--- src/rtl/alu_control_sequencer_if.sv ---
// Control bundle between the hardwired sequencer (master) and the multi-cycle datapath (slave).
// The sequencer reads run/mem_ready/ir and drives every datapath strobe.
interface alu_control_sequencer_if #(
  parameter int DATA_W = 32,
  parameter int NREGS  = 16
);
  logic              run;
  logic              mem_ready;
  logic [DATA_W-1:0] ir;

  logic              pc_out;
  logic              mar_in;
  logic              inc_pc;
  logic              read;
  logic              mdr_in;
  logic              mdr_out;
  logic              ir_in;
  logic              y_in;
  logic              z_in;
  logic              z_low_out;
  logic              z_high_out;
  logic              hi_in;
  logic              lo_in;
  logic [NREGS-1:0]  reg_in;
  logic [NREGS-1:0]  reg_out;
  logic [4:0]        alu_op;
  logic              done;
  logic              illegal;
  logic              halted;

  modport master (
    input  run, mem_ready, ir,
    output pc_out, mar_in, inc_pc, read, mdr_in, mdr_out, ir_in,
           y_in, z_in, z_low_out, z_high_out, hi_in, lo_in,
           reg_in, reg_out, alu_op, done, illegal, halted
  );

  modport slave (
    output run, mem_ready, ir,
    input  pc_out, mar_in, inc_pc, read, mdr_in, mdr_out, ir_in,
           y_in, z_in, z_low_out, z_high_out, hi_in, lo_in,
           reg_in, reg_out, alu_op, done, illegal, halted
  );
endinterface

--- src/rtl/alu_control_sequencer.sv ---
// Hardwired fetch/decode/execute sequencer: Moore FSM emitting one-hot datapath strobes
// from (state, ir) for binary, wide (mul/div), unary, NOP, HALT and illegal opcodes.
module alu_control_sequencer #(
  parameter int DATA_W = 32,
  parameter int NREGS  = 16
) (
  input  logic                    clock,
  input  logic                    clear,
  alu_control_sequencer_if.master bus
);

  localparam int REG_W = $clog2(NREGS);
  localparam int LOW_W = DATA_W - 5 - 3*REG_W;

  localparam logic [3:0] S_IDLE = 4'd0;
  localparam logic [3:0] S_T0   = 4'd1;
  localparam logic [3:0] S_T1   = 4'd2;
  localparam logic [3:0] S_T2   = 4'd3;
  localparam logic [3:0] S_T3   = 4'd4;
  localparam logic [3:0] S_T4   = 4'd5;
  localparam logic [3:0] S_T5   = 4'd6;
  localparam logic [3:0] S_T6   = 4'd7;
  localparam logic [3:0] S_HALT = 4'd8;

  logic [3:0]       r_state;
  logic [3:0]       w_nextState;
  logic [3:0]       w_afterLast;
  logic [4:0]       w_op;
  logic [REG_W-1:0] w_ra;
  logic [REG_W-1:0] w_rb;
  logic [REG_W-1:0] w_rc;
  logic             w_isBin;
  logic             w_isWide;
  logic             w_isUn;
  logic             w_isNop;
  logic             w_isHalt;
  logic             w_isIll;

  assign w_op = bus.ir[DATA_W-1 -: 5];
  assign w_ra = bus.ir[DATA_W-6 -: REG_W];
  assign w_rb = bus.ir[DATA_W-6-REG_W -: REG_W];
  assign w_rc = bus.ir[DATA_W-6-2*REG_W -: REG_W];

  generate
    if (LOW_W > 0) begin : g_lowBits
      logic w_unused;
      assign w_unused = &{1'b0, bus.ir[LOW_W-1:0]};
    end
  endgenerate

  assign w_isBin  = (w_op <= 5'd8);
  assign w_isWide = (w_op == 5'd15) || (w_op == 5'd16);
  assign w_isUn   = (w_op == 5'd17) || (w_op == 5'd18);
  assign w_isNop  = (w_op == 5'd26);
  assign w_isHalt = (w_op == 5'd27);
  assign w_isIll  = !(w_isBin || w_isWide || w_isUn || w_isNop || w_isHalt);

  // run is only consulted here, in IDLE and in whichever state is the last step
  assign w_afterLast = bus.run ? S_T0 : S_IDLE;

  always_comb begin
    w_nextState = r_state;
    case (r_state)
      S_IDLE: if (bus.run) w_nextState = S_T0;
      S_T0:   w_nextState = S_T1;
      S_T1:   if (bus.mem_ready) w_nextState = S_T2;
      S_T2:   w_nextState = S_T3;
      S_T3: begin
        if (w_isHalt)                w_nextState = S_HALT;
        else if (w_isNop || w_isIll) w_nextState = w_afterLast;
        else                         w_nextState = S_T4;
      end
      S_T4:   w_nextState = S_T5;
      S_T5:   w_nextState = w_isWide ? S_T6 : w_afterLast;
      S_T6:   w_nextState = w_afterLast;
      S_HALT: w_nextState = S_HALT;
      default: w_nextState = S_IDLE;
    endcase
  end

  always_ff @(posedge clock or posedge clear) begin
    if (clear) r_state <= S_IDLE;
    else       r_state <= w_nextState;
  end

  always_comb begin
    bus.pc_out     = 1'b0;
    bus.mar_in     = 1'b0;
    bus.inc_pc     = 1'b0;
    bus.read       = 1'b0;
    bus.mdr_in     = 1'b0;
    bus.mdr_out    = 1'b0;
    bus.ir_in      = 1'b0;
    bus.y_in       = 1'b0;
    bus.z_in       = 1'b0;
    bus.z_low_out  = 1'b0;
    bus.z_high_out = 1'b0;
    bus.hi_in      = 1'b0;
    bus.lo_in      = 1'b0;
    bus.reg_in     = '0;
    bus.reg_out    = '0;
    bus.alu_op     = 5'd0;
    bus.done       = 1'b0;
    bus.illegal    = 1'b0;
    bus.halted     = 1'b0;
    case (r_state)
      S_T0: begin
        bus.pc_out = 1'b1;
        bus.mar_in = 1'b1;
        bus.inc_pc = 1'b1;
      end
      S_T1: begin
        bus.read   = 1'b1;
        bus.mdr_in = 1'b1;
      end
      S_T2: begin
        bus.mdr_out = 1'b1;
        bus.ir_in   = 1'b1;
      end
      S_T3: begin
        if (w_isBin || w_isWide || w_isUn) begin
          bus.reg_out = NREGS'(1) << w_rb;
          bus.y_in    = 1'b1;
        end
        bus.done    = w_isNop || w_isIll;
        bus.illegal = w_isIll;
      end
      // unary ops take their only operand from Y, so no register drives the bus here
      S_T4: begin
        if (w_isBin || w_isWide) bus.reg_out = NREGS'(1) << w_rc;
        bus.alu_op = w_op;
        bus.z_in   = 1'b1;
      end
      S_T5: begin
        bus.z_low_out = 1'b1;
        if (w_isWide) begin
          bus.lo_in = 1'b1;
        end else begin
          bus.reg_in = NREGS'(1) << w_ra;
          bus.done   = 1'b1;
        end
      end
      S_T6: begin
        bus.z_high_out = 1'b1;
        bus.hi_in      = 1'b1;
        bus.done       = 1'b1;
      end
      S_HALT: bus.halted = 1'b1;
      default: ;
    endcase
  end

endmodule

--- src/flat_wrapper.sv ---
// flat-port wrapper written by rule: the top's interface ports become plain ports
module alu_control_sequencer_flat 
#(
  parameter int DATA_W = 32,
  parameter int NREGS  = 16
)
  (clock, clear, bus_run, bus_mem_ready, bus_ir, bus_pc_out, bus_mar_in, bus_inc_pc, bus_read, bus_mdr_in, bus_mdr_out, bus_ir_in, bus_y_in, bus_z_in, bus_z_low_out, bus_z_high_out, bus_hi_in, bus_lo_in, bus_reg_in, bus_reg_out, bus_alu_op, bus_done, bus_illegal, bus_halted);
  alu_control_sequencer_if #(.DATA_W(DATA_W), .NREGS(NREGS)) bus_i ();
  input  logic clock;
  input  logic clear;
  input wire logic [$bits(bus_i.run)-1:0] bus_run;
  input wire logic [$bits(bus_i.mem_ready)-1:0] bus_mem_ready;
  input wire logic [$bits(bus_i.ir)-1:0] bus_ir;
  output wire logic [$bits(bus_i.pc_out)-1:0] bus_pc_out;
  output wire logic [$bits(bus_i.mar_in)-1:0] bus_mar_in;
  output wire logic [$bits(bus_i.inc_pc)-1:0] bus_inc_pc;
  output wire logic [$bits(bus_i.read)-1:0] bus_read;
  output wire logic [$bits(bus_i.mdr_in)-1:0] bus_mdr_in;
  output wire logic [$bits(bus_i.mdr_out)-1:0] bus_mdr_out;
  output wire logic [$bits(bus_i.ir_in)-1:0] bus_ir_in;
  output wire logic [$bits(bus_i.y_in)-1:0] bus_y_in;
  output wire logic [$bits(bus_i.z_in)-1:0] bus_z_in;
  output wire logic [$bits(bus_i.z_low_out)-1:0] bus_z_low_out;
  output wire logic [$bits(bus_i.z_high_out)-1:0] bus_z_high_out;
  output wire logic [$bits(bus_i.hi_in)-1:0] bus_hi_in;
  output wire logic [$bits(bus_i.lo_in)-1:0] bus_lo_in;
  output wire logic [$bits(bus_i.reg_in)-1:0] bus_reg_in;
  output wire logic [$bits(bus_i.reg_out)-1:0] bus_reg_out;
  output wire logic [$bits(bus_i.alu_op)-1:0] bus_alu_op;
  output wire logic [$bits(bus_i.done)-1:0] bus_done;
  output wire logic [$bits(bus_i.illegal)-1:0] bus_illegal;
  output wire logic [$bits(bus_i.halted)-1:0] bus_halted;
  assign bus_i.run = bus_run;
  assign bus_i.mem_ready = bus_mem_ready;
  assign bus_i.ir = bus_ir;
  assign bus_pc_out = bus_i.pc_out;
  assign bus_mar_in = bus_i.mar_in;
  assign bus_inc_pc = bus_i.inc_pc;
  assign bus_read = bus_i.read;
  assign bus_mdr_in = bus_i.mdr_in;
  assign bus_mdr_out = bus_i.mdr_out;
  assign bus_ir_in = bus_i.ir_in;
  assign bus_y_in = bus_i.y_in;
  assign bus_z_in = bus_i.z_in;
  assign bus_z_low_out = bus_i.z_low_out;
  assign bus_z_high_out = bus_i.z_high_out;
  assign bus_hi_in = bus_i.hi_in;
  assign bus_lo_in = bus_i.lo_in;
  assign bus_reg_in = bus_i.reg_in;
  assign bus_reg_out = bus_i.reg_out;
  assign bus_alu_op = bus_i.alu_op;
  assign bus_done = bus_i.done;
  assign bus_illegal = bus_i.illegal;
  assign bus_halted = bus_i.halted;
  alu_control_sequencer #(.DATA_W(DATA_W), .NREGS(NREGS)) u_core (.clock(clock), .clear(clear), .bus(bus_i));
endmodule
--- config.mk ---
export PLATFORM = sky130hd
export DESIGN_NAME = alu_control_sequencer_flat
export DESIGN_NICKNAME = d
export VERILOG_FILES = /design/src/rtl/alu_control_sequencer_if.sv /design/src/rtl/alu_control_sequencer.sv /design/src/flat_wrapper.sv
export SDC_FILE = /design/constraint.sdc
export NUM_CORES = 1
export LEC_CHECK = 0
export BUFFER_PORTS_ARGS = -buffer_cell sky130_fd_sc_hd__buf_4
export CORE_MARGIN = 1.5
export CORE_UTILIZATION = 41
export DETAILED_ROUTE_END_ITERATION = 6
export PLACE_DENSITY = 0.86
export RECOVER_POWER = 50
export SLEW_MARGIN = 20
export SYNTH_ARGS = -nofsm -noshare
export SYNTH_HDL_FRONTEND = slang
export SYNTH_SLANG_ARGS = --single-unit
--- constraint.sdc ---
create_clock -name clock -period 3.7 [get_ports clock]
set_input_delay 0.37 -clock clock [delete_from_list [all_inputs] [get_ports clock]]
set_output_delay 0.37 -clock clock [all_outputs]
set_load 0.01 [all_outputs]
# Yosys cells after proc, flatten, opt, wreduce, memory -nomap -nowiden
# Cells that the tools add are included.
# classes
shifts	3
n_eq_ne	16
mux	27
order_cmp	1
reduce_logical	10
# ops
cell	n
16-bit 2-to-1 mux	4
1-bit by 4-bit left shift with 16-bit output (first input constant)	3
4-bit one-hot mux with 9 select lines	1
16-bit one-hot mux with 2 select lines	1
5-bit equality test (second input constant)	5
4-bit 2-to-1 mux	5
4-bit by 3-bit equality test with 1-bit output (second input constant)	4
1-bit 2-to-1 mux	14
4-bit by 2-bit equality test with 1-bit output (second input constant)	2
1-bit logical OR	7
5-bit by 4-bit equality test with 1-bit output (second input constant)	1
5-bit by 4-bit <= comparator with 1-bit output (second input constant)	1
5-bit 2-to-1 mux	1
4-bit by 1-bit equality test with 1-bit output (second input constant)	1
4-bit equality test (second input constant)	1
4-bit zero test	1
2-bit != test (second input constant)	2
1-bit one-hot mux with 3 select lines	1
2-bit AND reduction	1
1-bit zero test	1
# totals
output_inout_bits	53
regBits	4
inputBits	36
wordCells	58

# Depth between registers and ports, before layout
# depth
depth_word	11
depth_mapped	6
ltp_nobuf	4

# Least setup slack after synthesis
# No wires, ideal clock.
# synth_timing
kind	input-to-output
from	in bus_ir[28]
to	out bus_reg_out[0]
arrival_ps	1721
setup_slack_ps	1609
path_buffers	2
cell_stages	6
required_time_ps	3330
cell_sequence	buf_4 -> or3_4 -> a21oi_4 -> o21ai_4 -> buf_6 -> o32ai_1
# synth_between
elab_chain_cells	6
elab_cells_between_ends	12
cone_classes	1 x order compare; 4 x eq/ne; 3 x mux; 4 x reduce/logical
# synth_lines
item	line	text
start: declaration	flat_wrapper.sv:13	input wire logic [$bits(bus_i.ir)-1:0] bus_ir;
branches (longest 5 deep; another with 5-bit by 4-bit <= comparator with 1-bit output)	-	
16-bit one-hot mux with 2 select lines (*)	alu_control_sequencer.sv:106	case (r_state)
end: declaration	flat_wrapper.sv:28	output wire logic [$bits(bus_i.reg_out)-1:0] bus_reg_out;
# Mark *: on every way between the ends.

# Worst setup path after layout
# layout_timing
from	reg u_core.r_state[2]
to	out bus_reg_in[10]
# layout_between
elab_chain_cells	2
# layout_lines
item	line	text
start: declaration	alu_control_sequencer.sv:25	logic [3:0] r_state;
start signal: assignment	alu_control_sequencer.sv:83	else r_state <= w_nextState;
4-bit by 3-bit equality test with 1-bit output	alu_control_sequencer.sv:106	
16-bit 2-to-1 mux	alu_control_sequencer.sv:106	
end: declaration	flat_wrapper.sv:27	output wire logic [$bits(bus_i.reg_in)-1:0] bus_reg_in;
# Every way passes these cells.

==> out/metrics.cfg <==
[die]
die-area_sq_um=2786
chipHeight_um=52.78
die_x_um=52.78
row_count=17
pin_count=89
floorplan.initialDensity_pct=44.64
fp.coreArea_sq_um=2276

[clock_network]
clock_tree.htree_level_count=1
clock_path_buffers=2
cts_tree=built
clockRootBuffer=sky130_fd_sc_hd__clkbuf_4
clkTransAtPathRegs_ns=0.04
postCtsSetupBuffers=0
number_of_clock_sinks=4
insertion_delay_ns=0.23
cts_hold_buf=0
cts_inserted_buffers=3
cts_resized=0

[layout]
layout.cells.most_common=sky130_fd_sc_hd__buf_4
n_antenna_cell=0
layout_common_cells=53 x sky130_fd_sc_hd__buf_4, 20 x sky130_fd_sc_hd__nor2_1, 19 x sky130_fd_sc_hd__clkbuf_1, 14 x sky130_fd_sc_hd__nand2b_1
drive_above_1_share_pct=32.08
final-seq-area_sq_um=100.1
total_area_of_multi_input_combinational_cells_sq_um=785.8
max_ffs_per_register=4
areaGrowthSynthToFinish_pct=42.73
layout_top_registers=u_core.r_state (4)
filler_cell_count=219
max_flop_register=u_core.r_state
final_nets=250

[grt]
grt_pass1_vias=1160
grt_pass1_wl_um=4857
grt_most_used_layer=met2
grt.overflow.total=0
global_route.usage.total_pct=22.26
grtUsageMet3_pct=4.571
grt_antenna_before_repair=0
globalRouteMet2Util_pct=41.04
grt_max_degree=18
grt_util_met1_pct=26.59

[pwr]
leak_pwr_nw=0.6371
vdd_drop_max_mv=0.2267
pwr_density_cell_nw_per_um2=294.9

[sta]
rsz_0062_raised_after_global_routing=no
final.setup.tns_ns=0
finalWorstPathRequiredPeriod_ns=2.476
relSlewSlack_pct=56.38
final_min_period_over_clock_period_pct=66.93
worst_clock_skew_ns=0.004724
max_clock_freq_mhz=403.8
final_max_slew_viol_count=0
finalSetupViolations=0
final.setup.worst_slack_ns=1.224
measured_slew_at_the_worst_slew_check_pin_ns=0.6493
hold_viol=0

[critical_path]
slowest_stage_delay_cp_ns=0.53
cp-end-kind=output pin
timing.critical_path.arrival_ns=2.11
critical_path.startpoint=u_core.r_state[2]
required_ns=3.33
path_buf_inv=1
regToRegSetupSlack_ns=2.01
timing.critical_path.fanout_max=11
crit_path_cell_trace=nand2_1, nor3_1, nand4_1, nor3_1, buf_4
worst_path_most_repeated_cell=sky130_fd_sc_hd__nor3_1
r2r-start=u_core.r_state[2]
crit_family=simple AND/OR/NAND/NOR gates
rr_worst_depth=4
critical-path-slowest-cell=sky130_fd_sc_hd__nor3_1
reg2reg_to=u_core.r_state[0]
worst_setup_path_start_kind=flop
path_class=flop to output pin

[synthesis]
synth-edff-count=0
synth_top_flop_cell=sky130_fd_sc_hd__dfrtp_1
ys_seq_elements=4
async_reset_ff_share_pct=100.0
netlist_instances=150
synth.net_count=186
synth_sequential_area_ratio_pct=9.852
yosysWarnings=0
postSynthAreaPerCell_sq_um=6.773
post_synth_instance_area_sq_um=1016
synth.lib_cells_used.distinct=41

[routing]
detail_route.wirelength_um=2967
detail_route.drc_violations=0
post_drt_wl_per_cell_um=12.36
routed-via-count=1350
first_iter_violations=37
route.antenna.remaining_nets=0
vias_per_cell=5.625
drt_first_pass_iters=4

[placed_design]
gp_weighted_congestion=0.8504
detailed_place_hpwl_um=2348
numPortBuffers=73
place_ws_ns=1.491

[flow_run]
max_cap_viol_count=0

[hold_path]
min_path_type=input pin to asynchronous set/reset pin

[outcome]
outcome=finished, final reports clean

## Yosys cell counts (2+ instances only)
cell / n / area, sq um
sky130_fd_sc_hd__nor2_1: 20 / 75.07
sky130_fd_sc_hd__nand2b_1: 14 / 87.58
sky130_fd_sc_hd__nand2_1: 10 / 37.54
sky130_fd_sc_hd__nor3_1: 9 / 45.04
sky130_fd_sc_hd__o32ai_1: 9 / 78.83
sky130_fd_sc_hd__inv_1: 8 / 30.03
sky130_fd_sc_hd__buf_4: 6 / 45.04
sky130_fd_sc_hd__nand3_1: 6 / 30.03
sky130_fd_sc_hd__o31ai_1: 6 / 45.04
sky130_fd_sc_hd__a21oi_1: 5 / 25.02
sky130_fd_sc_hd__or2_2: 5 / 31.28
sky130_fd_sc_hd__buf_2: 4 / 20.02
sky130_fd_sc_hd__dfrtp_1: 4 / 100.1
sky130_fd_sc_hd__nand4b_1: 4 / 35.03
sky130_fd_sc_hd__and2_1: 3 / 18.77
sky130_fd_sc_hd__nand4_1: 3 / 18.77
sky130_fd_sc_hd__o21ai_0: 3 / 15.01
sky130_fd_sc_hd__o22ai_1: 3 / 18.77
sky130_fd_sc_hd__a21o_1: 2 / 15.01
sky130_fd_sc_hd__buf_6: 2 / 22.52
sky130_fd_sc_hd__clkbuf_1: 2 / 7.510
sky130_fd_sc_hd__nand3b_1: 2 / 15.01
sky130_fd_sc_hd__nand4bb_1: 2 / 22.52
## area by class of cell
cell class	instances	share of cell area, %
Tap cell	28	2.416
Clock buffer	3	1.553
Inverter	8	2.071
Multi-Input combinational cell	124	54.18
Timing Repair Buffer	73	32.87
Sequential cell	4	6.903
## where the power goes
| part | switching (mW) | internal (mW) | total, mW |
|---|---|---|---|
| combinational | 0.158 | 0.110 | 0.268 |
| clock | 0.0172 | 0.0362 | 0.0534 |
| sequential | 0.0468 | 0.0594 | 0.106 |
## kinds of logic (layout without fill, tap and decap cells)
logic type,after synthesis,after routing,synth area share (%)
buffers and inverters,22,84,12.32
and+or+nand+nor,86,86,48.40
AOI/OAI and AO/OA,38,38,29.43
DFF,4,4,9.853
## worst reg2reg max path: stages (launching register included)
cell	delay [ns]
sky130_fd_sc_hd__dfrtp_1	0.52
sky130_fd_sc_hd__nand2_1	0.16
sky130_fd_sc_hd__nor3_1	0.53
sky130_fd_sc_hd__nand2b_1	0.19
sky130_fd_sc_hd__a31oi_1	0.21
## worst max-delay path by stage
stage	end	slack [ns]	cells past startpoint
floorplan	bus_reg_out[0]	1.61	6
global placement	bus_reg_out[7]	1.50	6
detailed placement	bus_reg_out[7]	1.49	6
CTS	bus_reg_out[7]	1.36	5
global route	bus_reg_in[0]	1.06	5
finish	bus_reg_in[10]	1.22	5
## stage by stage
| stage | area [sq um] | cells | power, mW | util (%) | hold slack, ns |
|---|---|---|---|---|---|
| after floorplan | 1016 | 150 | 0.3141 | - | 0.1361 |
| after global placement | 1504 | 237 | 0.4026 | 66.08 | 0.2611 |
| after detailed placement | 1504 | 237 | 0.4118 | 66.08 | 0.2671 |
| after CTS | 1526 | 240 | 0.4683 | 67.07 | 0.01942 |
| after global routing | 1450 | 240 | 0.4752 | 63.72 | 0.02522 |
| final | 1450 | 240 | 0.4276 | 63.72 | 0.02109 |
## per-layer routing
metal | share of wire (%) | vias up
met4 | 0.24 | 0
li1 | - | 677
met5 | 0 | -
met2 | 49 | 68
met1 | 43 | 603
met3 | 7.9 | 2
No activity file was read; power rests on OpenSTA's default activity.
